## src/rtl/nn_pkg.sv

```systemverilog
// Shared definitions for the output-neuron datapath: format defaults,
// accumulator sizing and the controller state encoding.
package nn_pkg;

  localparam int HIDDEN_W_DEF = 10;
  localparam int WEIGHT_W_DEF = 8;
  localparam int FRAC_BITS    = 7;

  typedef enum logic [1:0] {
    IDLE  = 2'd0,
    ACCUM = 2'd1,
    DONE  = 2'd2
  } state_t;

  // Product width plus growth for NUM_HIDDEN products and one bias term.
  function automatic int acc_width(input int hidden_w, input int weight_w, input int num_hidden);
    return hidden_w + weight_w + 1 + $clog2(num_hidden + 1);
  endfunction

endpackage

```

## src/rtl/output_neuron_mac_if.sv

```systemverilog
// Weight-load, hidden-value stream and result handshake of the output neuron.
interface output_neuron_mac_if import nn_pkg::*; #(
  parameter int NUM_HIDDEN = 4,
  parameter int HIDDEN_W   = HIDDEN_W_DEF,
  parameter int WEIGHT_W   = WEIGHT_W_DEF
) ();

  localparam int ADDR_W = $clog2(NUM_HIDDEN + 1);

  logic                       w_we_i;
  logic [ADDR_W-1:0]          w_addr_i;
  logic signed [WEIGHT_W-1:0] w_data_i;
  logic                       start_i;
  logic                       h_valid_i;
  logic [HIDDEN_W-1:0]        h_data_i;
  logic                       h_ready_o;
  logic                       y_valid_o;
  logic                       y_ready_i;
  logic [HIDDEN_W-1:0]        y_o;
  logic                       busy_o;

  modport slave (
    input  w_we_i, w_addr_i, w_data_i, start_i, h_valid_i, h_data_i, y_ready_i,
    output h_ready_o, y_valid_o, y_o, busy_o
  );

  modport master (
    output w_we_i, w_addr_i, w_data_i, start_i, h_valid_i, h_data_i, y_ready_i,
    input  h_ready_o, y_valid_o, y_o, busy_o
  );

endinterface

```

## src/rtl/fx_mac.sv

```systemverilog
// Signed multiply-accumulate: unsigned sample times signed coefficient,
// with synchronous clear, load of an initial value, and accumulate enable.
module fx_mac import nn_pkg::*; #(
  parameter int A_W   = HIDDEN_W_DEF,
  parameter int B_W   = WEIGHT_W_DEF,
  parameter int ACC_W = acc_width(HIDDEN_W_DEF, WEIGHT_W_DEF, 4)
) (
  input  logic                    clk,
  input  logic                    rst_n,
  input  logic                    clr,
  input  logic                    load,
  input  logic signed [ACC_W-1:0] load_val,
  input  logic                    en,
  input  logic [A_W-1:0]          a,
  input  logic signed [B_W-1:0]   b,
  output logic signed [ACC_W-1:0] acc
);

  localparam int P_W = A_W + B_W + 1;

  logic signed [P_W-1:0] a_x;
  logic signed [P_W-1:0] b_x;
  logic signed [P_W-1:0] prod;

  // Zero-extend the sample so it is never read as negative.
  assign a_x  = signed'({{(P_W-A_W){1'b0}}, a});
  assign b_x  = {{(P_W-B_W){b[B_W-1]}}, b};
  assign prod = a_x * b_x;

  always_ff @(posedge clk or negedge rst_n) begin
    if (!rst_n) begin
      acc <= '0;
    end else if (clr) begin
      acc <= '0;
    end else if (load) begin
      acc <= load_val;
    end else if (en) begin
      acc <= acc + {{(ACC_W-P_W){prod[P_W-1]}}, prod};
    end
  end

endmodule

```

## src/rtl/output_neuron_mac.sv

```systemverilog
// Output neuron: weighted sum of NUM_HIDDEN hidden values, ReLU and saturation.
// Define OUTPUT_NEURON_BIAS_EN to add a bias register at weight index NUM_HIDDEN.
module output_neuron_mac import nn_pkg::*; #(
  parameter int NUM_HIDDEN = 4,
  parameter int HIDDEN_W   = HIDDEN_W_DEF,
  parameter int WEIGHT_W   = WEIGHT_W_DEF
) (
  input  logic               clk_i,
  input  logic               rst_i,
  output_neuron_mac_if.slave bus
);

  localparam int ADDR_W = $clog2(NUM_HIDDEN + 1);
  localparam int ACC_W  = acc_width(HIDDEN_W, WEIGHT_W, NUM_HIDDEN);
  localparam logic [ADDR_W-1:0]       LAST_IDX = ADDR_W'(NUM_HIDDEN - 1);
  localparam logic signed [ACC_W-1:0] Y_MAX    = ACC_W'((1 << HIDDEN_W) - 1);

  state_t                     state;
  state_t                     state_nxt;
  logic [ADDR_W-1:0]          count;
  logic signed [WEIGHT_W-1:0] weight [NUM_HIDDEN];
  logic signed [WEIGHT_W-1:0] w_sel;
  logic signed [ACC_W-1:0]    acc;
  logic signed [ACC_W-1:0]    acc_init;
  logic                       start_acc;
  logic                       mac_en;
  logic                       mac_clr;
  logic                       mac_load;
  logic                       w_ok;

  function automatic logic [HIDDEN_W-1:0] relu_sat(input logic signed [ACC_W-1:0] a);
    logic signed [ACC_W-1:0] q;
    q = a >>> FRAC_BITS;
    if (q[ACC_W-1]) return '0;
    if (q > Y_MAX)  return '1;
    return q[HIDDEN_W-1:0];
  endfunction

  always_ff @(posedge clk_i or negedge rst_i) begin
    if (!rst_i) state <= IDLE;
    else        state <= state_nxt;
  end

  always_comb begin
    state_nxt     = state;
    bus.h_ready_o = 1'b0;
    bus.y_valid_o = 1'b0;
    bus.busy_o    = 1'b1;
    start_acc     = 1'b0;
    mac_en        = 1'b0;
    case (state)
      IDLE: begin
        bus.busy_o = 1'b0;
        if (bus.start_i) begin
          state_nxt = ACCUM;
          start_acc = 1'b1;
        end
      end
      ACCUM: begin
        bus.h_ready_o = 1'b1;
        if (bus.h_valid_i) begin
          mac_en = 1'b1;
          if (count == LAST_IDX) state_nxt = DONE;
        end
      end
      DONE: begin
        bus.y_valid_o = 1'b1;
        if (bus.y_ready_i) state_nxt = IDLE;
      end
      default: state_nxt = IDLE;
    endcase
  end

  always_ff @(posedge clk_i or negedge rst_i) begin
    if (!rst_i)         count <= '0;
    else if (start_acc) count <= '0;
    else if (mac_en)    count <= count + ADDR_W'(1);
  end

  // A start in the same cycle wins over a weight write.
  assign w_ok = bus.w_we_i && (state == IDLE) && !bus.start_i;

  always_ff @(posedge clk_i or negedge rst_i) begin
    if (!rst_i) begin
      for (int i = 0; i < NUM_HIDDEN; i++) weight[i] <= '0;
    end else if (w_ok) begin
      for (int i = 0; i < NUM_HIDDEN; i++) begin
        if (bus.w_addr_i == ADDR_W'(i)) weight[i] <= bus.w_data_i;
      end
    end
  end

  always_comb begin
    w_sel = '0;
    for (int i = 0; i < NUM_HIDDEN; i++) begin
      if (count == ADDR_W'(i)) w_sel = weight[i];
    end
  end

`ifdef OUTPUT_NEURON_BIAS_EN
  localparam logic [ADDR_W-1:0] BIAS_IDX = ADDR_W'(NUM_HIDDEN);

  logic signed [WEIGHT_W-1:0] bias;

  always_ff @(posedge clk_i or negedge rst_i) begin
    if (!rst_i)                                 bias <= '0;
    else if (w_ok && bus.w_addr_i == BIAS_IDX)  bias <= bus.w_data_i;
  end

  // Bias is 1.7 like the weights; align it to the 3.7 x 1.7 product scale.
  assign acc_init = {{(ACC_W-WEIGHT_W){bias[WEIGHT_W-1]}}, bias} <<< FRAC_BITS;
  assign mac_clr  = 1'b0;
  assign mac_load = start_acc;
`else
  assign acc_init = '0;
  assign mac_clr  = start_acc;
  assign mac_load = 1'b0;
`endif

  fx_mac #(
    .A_W   (HIDDEN_W),
    .B_W   (WEIGHT_W),
    .ACC_W (ACC_W)
  ) u_mac (
    .clk      (clk_i),
    .rst_n    (rst_i),
    .clr      (mac_clr),
    .load     (mac_load),
    .load_val (acc_init),
    .en       (mac_en),
    .a        (bus.h_data_i),
    .b        (w_sel),
    .acc      (acc)
  );

  // Accumulator is frozen in DONE, so the result holds through a stall.
  assign bus.y_o = (state == DONE) ? relu_sat(acc) : '0;

endmodule

```

## src/flat_wrapper.sv

```systemverilog
// flat-port wrapper written by rule: the top's interface ports become plain ports
module output_neuron_mac_flat import nn_pkg::*;
#(
  parameter int NUM_HIDDEN = 4,
  parameter int HIDDEN_W   = HIDDEN_W_DEF,
  parameter int WEIGHT_W   = WEIGHT_W_DEF
)
  (clk_i, rst_i, bus_w_we_i, bus_w_addr_i, bus_w_data_i, bus_start_i, bus_h_valid_i, bus_h_data_i, bus_y_ready_i, bus_h_ready_o, bus_y_valid_o, bus_y_o, bus_busy_o);
  output_neuron_mac_if #(.NUM_HIDDEN(NUM_HIDDEN), .HIDDEN_W(HIDDEN_W), .WEIGHT_W(WEIGHT_W)) bus_i ();
  input  logic clk_i;
  input  logic rst_i;
  input wire logic [$bits(bus_i.w_we_i)-1:0] bus_w_we_i;
  input wire logic [$bits(bus_i.w_addr_i)-1:0] bus_w_addr_i;
  input wire logic [$bits(bus_i.w_data_i)-1:0] bus_w_data_i;
  input wire logic [$bits(bus_i.start_i)-1:0] bus_start_i;
  input wire logic [$bits(bus_i.h_valid_i)-1:0] bus_h_valid_i;
  input wire logic [$bits(bus_i.h_data_i)-1:0] bus_h_data_i;
  input wire logic [$bits(bus_i.y_ready_i)-1:0] bus_y_ready_i;
  output wire logic [$bits(bus_i.h_ready_o)-1:0] bus_h_ready_o;
  output wire logic [$bits(bus_i.y_valid_o)-1:0] bus_y_valid_o;
  output wire logic [$bits(bus_i.y_o)-1:0] bus_y_o;
  output wire logic [$bits(bus_i.busy_o)-1:0] bus_busy_o;
  assign bus_i.w_we_i = bus_w_we_i;
  assign bus_i.w_addr_i = bus_w_addr_i;
  assign bus_i.w_data_i = bus_w_data_i;
  assign bus_i.start_i = bus_start_i;
  assign bus_i.h_valid_i = bus_h_valid_i;
  assign bus_i.h_data_i = bus_h_data_i;
  assign bus_i.y_ready_i = bus_y_ready_i;
  assign bus_h_ready_o = bus_i.h_ready_o;
  assign bus_y_valid_o = bus_i.y_valid_o;
  assign bus_y_o = bus_i.y_o;
  assign bus_busy_o = bus_i.busy_o;
  output_neuron_mac #(.NUM_HIDDEN(NUM_HIDDEN), .HIDDEN_W(HIDDEN_W), .WEIGHT_W(WEIGHT_W)) u_core (.clk_i(clk_i), .rst_i(rst_i), .bus(bus_i));
endmodule
```

## config.mk

```make
export PLATFORM = sky130hd
export DESIGN_NAME = output_neuron_mac_flat
export DESIGN_NICKNAME = d
export VERILOG_FILES = /design/src/rtl/nn_pkg.sv /design/src/rtl/output_neuron_mac_if.sv /design/src/rtl/fx_mac.sv /design/src/rtl/output_neuron_mac.sv /design/src/flat_wrapper.sv
export SDC_FILE = /design/constraint.sdc
export NUM_CORES = 1
export LEC_CHECK = 0
export CAP_MARGIN = 5
export CORE_MARGIN = 4
export CORE_UTILIZATION = 50
export DETAILED_ROUTE_END_ITERATION = 8
export GPL_TIMING_DRIVEN = 0
export PLACE_DENSITY_LB_ADDON = 0.1
export RECOVER_POWER = 25
export SLEW_MARGIN = 20
export SYNTH_ARGS = -nofsm -noshare
export SYNTH_HDL_FRONTEND = slang
export SYNTH_SLANG_ARGS = --single-unit
```

## constraint.sdc

```tcl
create_clock -name clk_i -period 8.18 [get_ports clk_i]
set_input_delay 2.454 -clock clk_i [delete_from_list [all_inputs] [get_ports clk_i]]
set_output_delay 2.454 -clock clk_i [all_outputs]
set_load 0.005 [all_outputs]
```

Word level (Yosys, flattened, before mapping)
Cells that the tools add are included.
{ "totals": {"register_bits": 59, "in_bits": 27, "output_inout_bits": 13, "wordCells": 63} }
{ "op_classes": {"n_addsub": 2, "mul": 1, "order_cmp": 1, "eq_ne": 12, "mux": 28, "reduce_logical": 12} }
{ "ops": {"columns": ["operator", "n"], "rows": [
  ["2-to-1 mux 10 bit", 5],
  ["2-to-1 mux 22 bit", 2],
  ["2-to-1 mux 8 bit", 4],
  ["adder 22 bit", 1],
  ["multiplier 11 x 8 -> 19 bit", 1],
  ["greater-than comparator 15 x 11 -> 1 bit, second input constant", 1],
  ["== test 3 x 2 -> 1 bit, second input constant", 4],
  ["2-to-1 mux 1 bit", 10],
  ["2-to-1 mux 2 bit", 4],
  ["AND reduction 2 bit", 4],
  ["== test 3 x 1 -> 1 bit, second input constant", 2],
  ["logical NOT 3 bit", 2],
  ["2-to-1 mux 3 bit", 2],
  ["!= test 2 bit, second input constant", 3],
  ["one-hot mux 2 bit (3 select lines)", 1],
  ["AND reduction 4 bit", 1],
  ["adder 3 x 1 -> 3 bit, second input constant", 1],
  ["== test 2 x 1 -> 1 bit, second input constant", 1],
  ["== test 2 bit, second input constant", 1],
  ["logical AND 1 bit", 2],
  ["logical NOT 2 bit", 1],
  ["!= test 2 x 1 -> 1 bit, second input constant", 1],
  ["nonzero test 2 bit", 1],
  ["logical NOT 1 bit", 1]
]} }

Depth between registers and ports, before layout
Gate-level depths: netlist of run 1.
{ "logic_depth": {"depth_word": 9, "mapped_depth": 35, "ltp_nobuf": 34} }

Modules after synthesis
Synthesis of run 1 repeated with hierarchy kept, for this count alone.
{ "hier_totals": {"cells_unflattened": 760, "area_unflattened_um2": 6860.3} }
{ "by_module_without_submodules": {"columns": ["mod", "instances", "cells_per_inst", "area_per_inst_um2", "seq_area_each_um2"], "rows": [
  ["fx_mac", 1, 600, 5001.0, 550.5],
  ["output_neuron_mac", 1, 160, 1859.3, 925.9]
]} }

Worst setup path after synthesis of run 1
Ideal clock, no wire load.
{ "synth_path": {"kind": "input -> register", "from": "input port bus_h_data_i[0]", "to": "register u_core.u_mac.acc[21]", "setup_time_ns": 0.118, "t_arrival_ns": 8.120, "t_required_ns": 8.062, "setup_slack_ns": -0.058, "path_stages": 25, "path_buffers": 0, "path_cell_list": "or2_2 > fa_1 > fa_1 > inv_1 > fa_1 > inv_1 > fa_1 > inv_1 > ha_1 > inv_1 > o21bai_1 > a21oi_2 > o21ai_1 > or4_1 > nand2_1 > xnor2_1 > ha_1 > and2_1 > a311oi_2 > a21oi_2 > a2111oi_4 > a21oi_2 > xnor2_2 > a21o_1 > a21o_1"} }
{ "synth_via": {"elab_chain_len": 4} }
{ "synth_lines": {"columns": ["item", "line_no", "source"], "rows": [
  ["start, declared", "flat_wrapper.sv:17", "input wire logic [$bits(bus_i.h_data_i)-1:0] bus_h_data_i;"],
  ["multiplier 11 x 8 -> 19 bit", "fx_mac.sv:28", "assign prod = a_x * b_x;"],
  ["adder 22 bit", "fx_mac.sv:38", "acc <= acc + {{(ACC_W-P_W){prod[P_W-1]}}, prod};"],
  ["2-to-1 mux 22 bit", "fx_mac.sv:37", "end else if (en) begin"],
  ["2-to-1 mux 22 bit", "fx_mac.sv:33", "end else if (clr) begin"],
  ["end signal, assigned", "fx_mac.sv:36", "acc <= load_val;"],
  ["end signal, assigned", "fx_mac.sv:38", null],
  ["end, declared", "fx_mac.sv:16", "output logic signed [ACC_W-1:0] acc"]
]} }
Every way passes these cells. The select of a mux whose other input is x is not followed.
A chain may end at the register's enable or synchronous reset.

Worst setup path after layout of run 1
{ "layout_path": {"from": "input port bus_h_data_i[0]", "to": "register u_core.u_mac.acc[18]"} }
Same word-level chain as after synthesis.

==> flow_summary_export.csv, run 1 <==
group,metric,value,unit
outcome,run_status,"finished with violations",
outcome,violations_in_the_final_reports,"capacitance limit, slew limit",
routing,drt-pass1-iter-count,4,
placement,placed_cells,920,
global_route,global_route.usage.met1,27.88,%
global_route,globalRoute.busiestLayer,"met2",
timing,finalClockSkew,0.01037,ns
routing,antenna_violating_nets_post_route,0,
synth,synthDistinctLibCells,56,
clock_network,sinks_on_clock_net,59,
global_route,grt_first_pass_wirelength,25.35,mm
placement,place_hpwl,11.35,mm
worst_setup_path,setup.worst_path.end_class,"flop",
timing,slew-limit-headroom,-42.23,%
routing,remaining_drc_errors,0,
timing,worst_slack,0.2155,ns
synth,number_of_enable_flip_flop_cells_after_synthesis,0,
cells_and_area,synthToLayoutAreaGrowth,17.37,%
timing,finalSetupViolCount,0,
global_route,grt.met3_usage,3.343,%
timing,timing.final.max_slew_violations,41,
synth,ys_async_sr_fraction,100.0,%
worst_setup_path,crit_required,8.39,ns
synth,synth.most_common_cell,"sky130_fd_sc_hd__inv_1",
global_route,grt_start_max_net_pins,41,
clock_network,cts_tree,"built",
cells_and_area,post_route_cells_drive_above_1_share,16.30,%
clock_network,post_cts_clock_slew_at_the_launch_and_capture_registers_of_the_worst_setup_and_hold_paths,0.05,ns
synth,synthesis.area,6512,um^2
worst_setup_path,worst_path_largest_cell_delay,0.54,ns
worst_setup_path,critPathLaunchType,"input pin",
synth,netlist_top_cells_count,"99 x sky130_fd_sc_hd__inv_1, 73 x sky130_fd_sc_hd__ha_1, 61 x sky130_fd_sc_hd__nand2_1, 59 x sky130_fd_sc_hd__dfrtp_1, 53 x sky130_fd_sc_hd__nor2b_1",
cells_and_area,filler_cell_count,1149,
placement,place.port_buffers,39,
synth,ys.warnings.count,0,
worst_setup_path,timing_worst_setup_path_type,"in -> reg",
global_route,via_count_of_the_first_global_routing_pass,5308,
synth,synth.ff_latch_count,59,
clock_network,clk_latency,0.33,ns
worst_setup_path,critical_path_peak_fanout,8,
placement,preCtsSetupSlack,-1.088,ns
clock_network,cts-root-to-sink-buffers,2,
floorplanning,design.core.area,12670,um^2
routing,post_drt_wl_per_cell,15.29,um
pwr,peakVddDrop,0.2436,mV
timing,worst_hold_slack,0.4848,ns
timing,maxClockFrequency,0.1256,GHz
global_route,grt.overflow.total,0,
synth,synth_area_per_cell,9.211,um^2
routing,totalWireLength,14.45,mm
pwr,power_density,367.5,nW/um^2
timing,finalCriticalPeriod,7.964,ns
floorplanning,core.rowCount,41,
run,max_cap_violations,1,
clock_network,number_of_buffers_created_by_cts,9,
timing,hold_violations,0,
global_route,grt_use_total,21.35,%
synth,synthesis.nets,857,
synth,netlist.area_leader.share,22.67,%
synth,synthCells,707,
cells_and_area,multi_input_combinational_cell_area,4770,um^2
cells_and_area,sequential_area,1476,um^2
floorplanning,die_width,122.1,um
pwr,p_leak,3.767,nW
routing,drtIter0Drc,193,
cells_and_area,insertedDiodeCount,0,
synth,yosys_most_used_dff,"sky130_fd_sc_hd__dfrtp_1",
worst_setup_path,arrival,8.18,ns
cells_and_area,fin_cells,945,
routing,vias_per_cell,5.287,
synth,sequential_share_of_the_synthesized_area,22.67,%
global_route,antenna_found_initial,0,
routing,dr_total_vias,4996,
timing,period_share,97.37,%
synth,post_synth_main_area_contributors,"sky130_fd_sc_hd__dfrtp_1 23%, sky130_fd_sc_hd__fa_1 15%, sky130_fd_sc_hd__ha_1 14%",
global_route,globalRouteMet2Util,36.77,%
synth,yosys.area.top_type,"sky130_fd_sc_hd__dfrtp_1",
clock_network,hold_buffers,0,
timing,worst_pin_slew,2.133,ns
floorplanning,ioPinCount,40,
floorplanning,die-height,122.1,um
floorplanning,initial_core_util,51.40,%
timing,rsz0062_at_grt,"no",
worst_setup_path,cp_common_cell,"sky130_fd_sc_hd__fa_1",
clock_network,cts-root-buf,"sky130_fd_sc_hd__clkbuf_16",
min_path,worst_hold_path_type,"reg -> reg",
worst_setup_path,worst_path_max_delay_cell,"sky130_fd_sc_hd__fa_1",
clock_network,cts_htree_levels,3,
cells_and_area,fin_nets,918,
placement,finalWeightedCongestion,0.8357,
floorplanning,die_area,14910,um^2
==> power by group <==
| part | internal, mW | switching, mW | total, mW |
|---|---|---|---|
| clock network | 0.269 | 0.136 | 0.404 |
| registers | 0.404 | 0.0699 | 0.474 |
| logic | 0.828 | 1.10 | 1.93 |
==> critical path: cells and delay by family <==
kind	cells	cell delay, ns
adders and majority gates	6	2.61
and+or+nand+nor	5	1.12
xor gates and xnor gates	2	0.14
buffers and inverters	7	0.71
AOI/OAI and AO/OA	7	1.14
==> layer usage <==
metal / up-vias / share of wire [%]
li1: 2482 / -
met1: 2442 / 46
met2: 57 / 50
met3: 15 / 2.5
met4: 0 / 1.4
met5: - / 0
==> worst paths after layout <==
| kind | start | to | slack [ns] | cells past startpoint |
|---|---|---|---|---|
| max | bus_h_data_i[0] | u_core.u_mac.acc[18] | 0.22 | 27 |
| min | u_core.u_mac.acc[4] | u_core.u_mac.acc[4] | 0.48 | 2 |
| max reg2reg | u_core.count[1] | u_core.u_mac.acc[18] | 0.51 | 32 |
| min reg2reg | u_core.u_mac.acc[4] | u_core.u_mac.acc[4] | 0.48 | 2 |
| max in group asynchronous | rst_i | u_core.weight[22] | 3.23 | 2 |
| min in group asynchronous | rst_i | u_core.state[1] | 2.37 | 1 |
==> flip-flops by register name (all words and copies together), names as in the netlist <==
signal / count
u_core.count: 3
u_core.weight: 32
u_core.u_mac.acc: 22
u_core.state: 2
==> cell families after synthesis <==
kind of cell / count (synthesis) / share of synthesized area (%)
compound gates: 138 / 14.60
xor+xnor: 28 / 3.881
fa+ha+maj: 123 / 29.39
buf+inv: 112 / 6.513
flops: 59 / 22.67
mux: 33 / 5.687
simple gates: 214 / 17.25
==> through the flow <==
step,TNS (ns),util (%),power [mW],cell area [um^2]
final,0,60.32,2.809,7644
after global routing,0,60.32,3.113,7644
after CTS,0,59.66,2.782,7560
after detailed placement,-5.338,56.37,2.294,7143
after global placement,-5.048,56.18,2.238,7118
after floorplan,0,-,1.869,6513
==> layout make-up <==
cell class | count | share of cell area, %
clock inverters | 3 | 0.5729
flip-flops and latches | 59 | 19.32
clock buffers | 13 | 3.667
well taps | 172 | 2.816
inverters | 99 | 4.862
multi-input cells | 536 | 62.40
plain buffers | 13 | 0.7202
repair buffers | 50 | 5.647
==> what timing repair did <==
item	CTS	global route
endpoints found under the hold margin	0	0
pin swaps	10	21
setup buffers	4	3
setup endpoints to repair	6	7
resized for setup	45	54
==> cell usage in the layout (no fill, tap or decap), drive strengths merged, types with 3 or more instances in the layout <==
| master | count |
|---|---|
| nand2 | 61 |
| o211ai | 5 |
| or4 | 3 |
| nor3 | 5 |
| fa | 50 |
| clkdlybuf4s50 | 28 |
| a211o | 4 |
| xor2 | 10 |
| buf | 16 |
| xnor2 | 18 |
| or2 | 8 |
| clkbuf | 32 |
| mux2 | 32 |
| and3 | 4 |
| o21bai | 7 |
| a21o | 10 |
| nand2b | 18 |
| o21ai | 35 |
| and2 | 11 |
| nand4b | 3 |
| nor3b | 3 |
| o21a | 13 |
| a22oi | 7 |
| nor2b | 53 |
| nand3 | 6 |
| dfrtp | 59 |
| inv | 99 |
| nor2 | 34 |
| ha | 73 |
| a21oi | 37 |
Note: power is estimated with default switching activity, not from simulation.
==> inputs of run 2 (changes only) <==
- CORE_MARGIN: 4 -> default
==> run 2 against run 1 <==
The run still ends with capacitance limit, slew limit left. Critical path depth down 1. Combinational power down 3%. Register-to-register slack worse by 0.05 ns. Hold slack better by 0.0073 ns. Via count up 0.36%. Clock skew down 0.0031 ns. Final cell count down 0.32%. Largest power group unchanged.
==> flow_summary_export.csv, run 2 (synthesis results as in run 1) <==
group,metric,value,unit
outcome,run_status,"finished with violations",
routing,dr_total_vias,5014,
global_route,antenna_found_initial,0,
global_route,globalRoute.busiestLayer,"met2",
routing,drtIter0Drc,153,
run,max_cap_violations,1,
clock_network,hold_buffers,0,
cells_and_area,synthToLayoutAreaGrowth,16.23,%
routing,totalWireLength,14.17,mm
cells_and_area,most_common_cell_after_layout_fill_and_taps_aside,"sky130_fd_sc_hd__inv_1",
timing,worst_pin_slew,3.015,ns
routing,antenna_violating_nets_post_route,0,
floorplanning,die-height,116.1,um
worst_setup_path,worst_path_largest_cell_delay,0.54,ns
clock_network,cts_htree_levels,3,
cells_and_area,largest_reg_flops,32,
timing,hold_violations,0,
global_route,grt_start_max_net_pins,56,
worst_setup_path,critical_path_peak_fanout,8,
timing,period_share,97.22,%
worst_setup_path,arrival,8.17,ns
clock_network,sinks_on_clock_net,59,
placement,place.port_buffers,39,
worst_setup_path,crit_required,8.40,ns
floorplanning,initial_core_util,51.40,%
cells_and_area,fin_nets,915,
worst_setup_path,r2r_setup_slack,0.46,ns
pwr,peakVddDrop,0.1708,mV
global_route,global_route.usage.met1,29.12,%
cells_and_area,insertedDiodeCount,0,
cells_and_area,post_route_cells_drive_above_1_share,14.81,%
worst_setup_path,setup.worst_path.end_class,"flop",
timing,finalSetupViolCount,0,
floorplanning,die_area,13490,um^2
placement,finalWeightedCongestion,0.8401,
cells_and_area,utilization,59.74,%
min_path,hold_start,"u_core.u_mac.acc[6]",
clock_network,cts-root-buf,"sky130_fd_sc_hd__clkbuf_16",
pwr,p_leak,3.731,nW
pwr,power_density,361.6,nW/um^2
cells_and_area,most-common-layout-cells,"99 x sky130_fd_sc_hd__inv_1, 69 x sky130_fd_sc_hd__ha_1, 60 x sky130_fd_sc_hd__nand2_1",
routing,vias_per_cell,5.323,
global_route,via_count_of_the_first_global_routing_pass,4923,
global_route,grt_use_total,22.67,%
cells_and_area,largest_registers,"u_core.weight: 32 flops, u_core.u_mac.acc: 22 flops, u_core.count: 3 flops",
worst_setup_path,worst_path_max_delay_cell,"sky130_fd_sc_hd__fa_1",
floorplanning,design.core.area,12670,um^2
worst_setup_path,critPathLaunchType,"input pin",
clock_network,cts_tree,"built",
pwr,power.total,2.738,mW
global_route,grt.met3_usage,3.166,%
floorplanning,core.rowCount,41,
global_route,globalRouteMet2Util,39.37,%
clock_network,post_cts_clock_slew_at_the_launch_and_capture_registers_of_the_worst_setup_and_hold_paths,0.05,ns
timing,timing.final.max_slew_violations,56,
floorplanning,die_width,116.1,um
routing,post_drt_wl_per_cell,15.04,um
cells_and_area,layout.cell_area.non_filler,7570,um^2
timing,worst_hold_slack,0.4921,ns
clock_network,clk_latency,0.33,ns
global_route,grt_first_pass_wirelength,23.56,mm
routing,drt-pass1-iter-count,5,
worst_setup_path,timing_worst_setup_path_type,"in -> reg",
worst_setup_path,critical_path.reg2reg.endpoint,"u_core.u_mac.acc[21]",
timing,maxClockFrequency,0.1257,GHz
placement,place_hpwl,11.09,mm
worst_setup_path,r2r_cells,33,
worst_setup_path,reg2reg_from,"u_core.count[1]",
routing,remaining_drc_errors,0,
global_route,grt.overflow.total,0,
timing,finalClockSkew,0.007310,ns
timing,finalCriticalPeriod,7.952,ns
clock_network,number_of_buffers_created_by_cts,9,
outcome,violations_in_the_final_reports,"capacitance limit, slew limit",
min_path,holdPathStages,2,
min_path,worst_hold_path_type,"reg -> reg",
floorplanning,ioPinCount,40,
cells_and_area,largest-register,"u_core.weight",
clock_network,cts-root-to-sink-buffers,2,
placement,placedInstanceArea,7151,um^2
min_path,min_delay_worst_endpoint,"u_core.u_mac.acc[6]",
timing,slew-limit-headroom,-101.0,%
## run 2: how the worst max path moves through the flow
stage / depth (start not counted) / slack [ns] / start / endpoint
6_report: 26 / 0.23 / bus_h_data_i[6] / u_core.u_mac.acc[21]
3_3_place_gp: 26 / -0.99 / bus_h_data_i[0] / u_core.u_mac.acc[20]
3_5_place_dp: 26 / -1.03 / bus_h_data_i[0] / u_core.u_mac.acc[21]
2_1_floorplan: 25 / 0.04 / bus_h_data_i[0] / u_core.u_mac.acc[21]
5_1_grt: 25 / -0.02 / bus_h_data_i[5] / u_core.u_mac.acc[20]
4_1_cts: 26 / 0.02 / bus_h_data_i[0] / u_core.u_mac.acc[20]
## run 2: timing repair
action | 4_1_cts | 5_1_grt
setup endpoints to repair | 6 | 5
resized for setup | 44 | 38
buffers inserted | 2 | 3
gates cloned | 0 | 0
endpoints found under the hold margin | 0 | 0
pin swaps | 10 | 19
## run 2: power breakdown
| part | internal (mW) | switching, mW |
|---|---|---|
| clock | 0.259 | 0.134 |
| sequential | 0.404 | 0.0697 |
| combinational | 0.795 | 1.08 |
## run 2: layout make-up
type	count	area, um^2
multi-input cells	536	4737
clock inverters	4	47.55
repair buffers	47	400.4
well taps	172	215.2
plain buffers	13	55.05
flip-flops and latches	59	1476
inverters	99	371.6
clock buffers	12	266.5
fillers	1155	5101
## run 2: critical path, delay by kind of cell
kind,cells,cell delay (ns)
xor gates and xnor gates,2,0.22
adders and majority gates,6,2.66
buffers and inverters,6,0.55
AOI/OAI and AO/OA,8,1.37
and+or+nand+nor,4,0.91
## run 2: layer usage
layer	share of wire [%]	routed length, um	up-vias
met2	50	7150	56
met3	2.4	346	18
met5	0	0	-
met1	45	6429	2470
li1	-	-	2470
met4	1.7	244	0
## run 2: stage by stage
step	cells	setup slack, ns	TNS (ns)
6_report	942	0.2275	0
5_1_grt	942	-0.01810	-0.01810
4_1_cts	938	0.01870	0
3_5_place_dp	920	-1.025	-4.982
3_3_place_gp	918	-0.9937	-4.740
2_1_floorplan	707	0.03635	0
==> inputs of run 3 (changes only) <==
- TNS_END_PERCENT: default -> 1
==> results of run 3 <==
Final layout, timing and power as in run 2 (identical DEF).
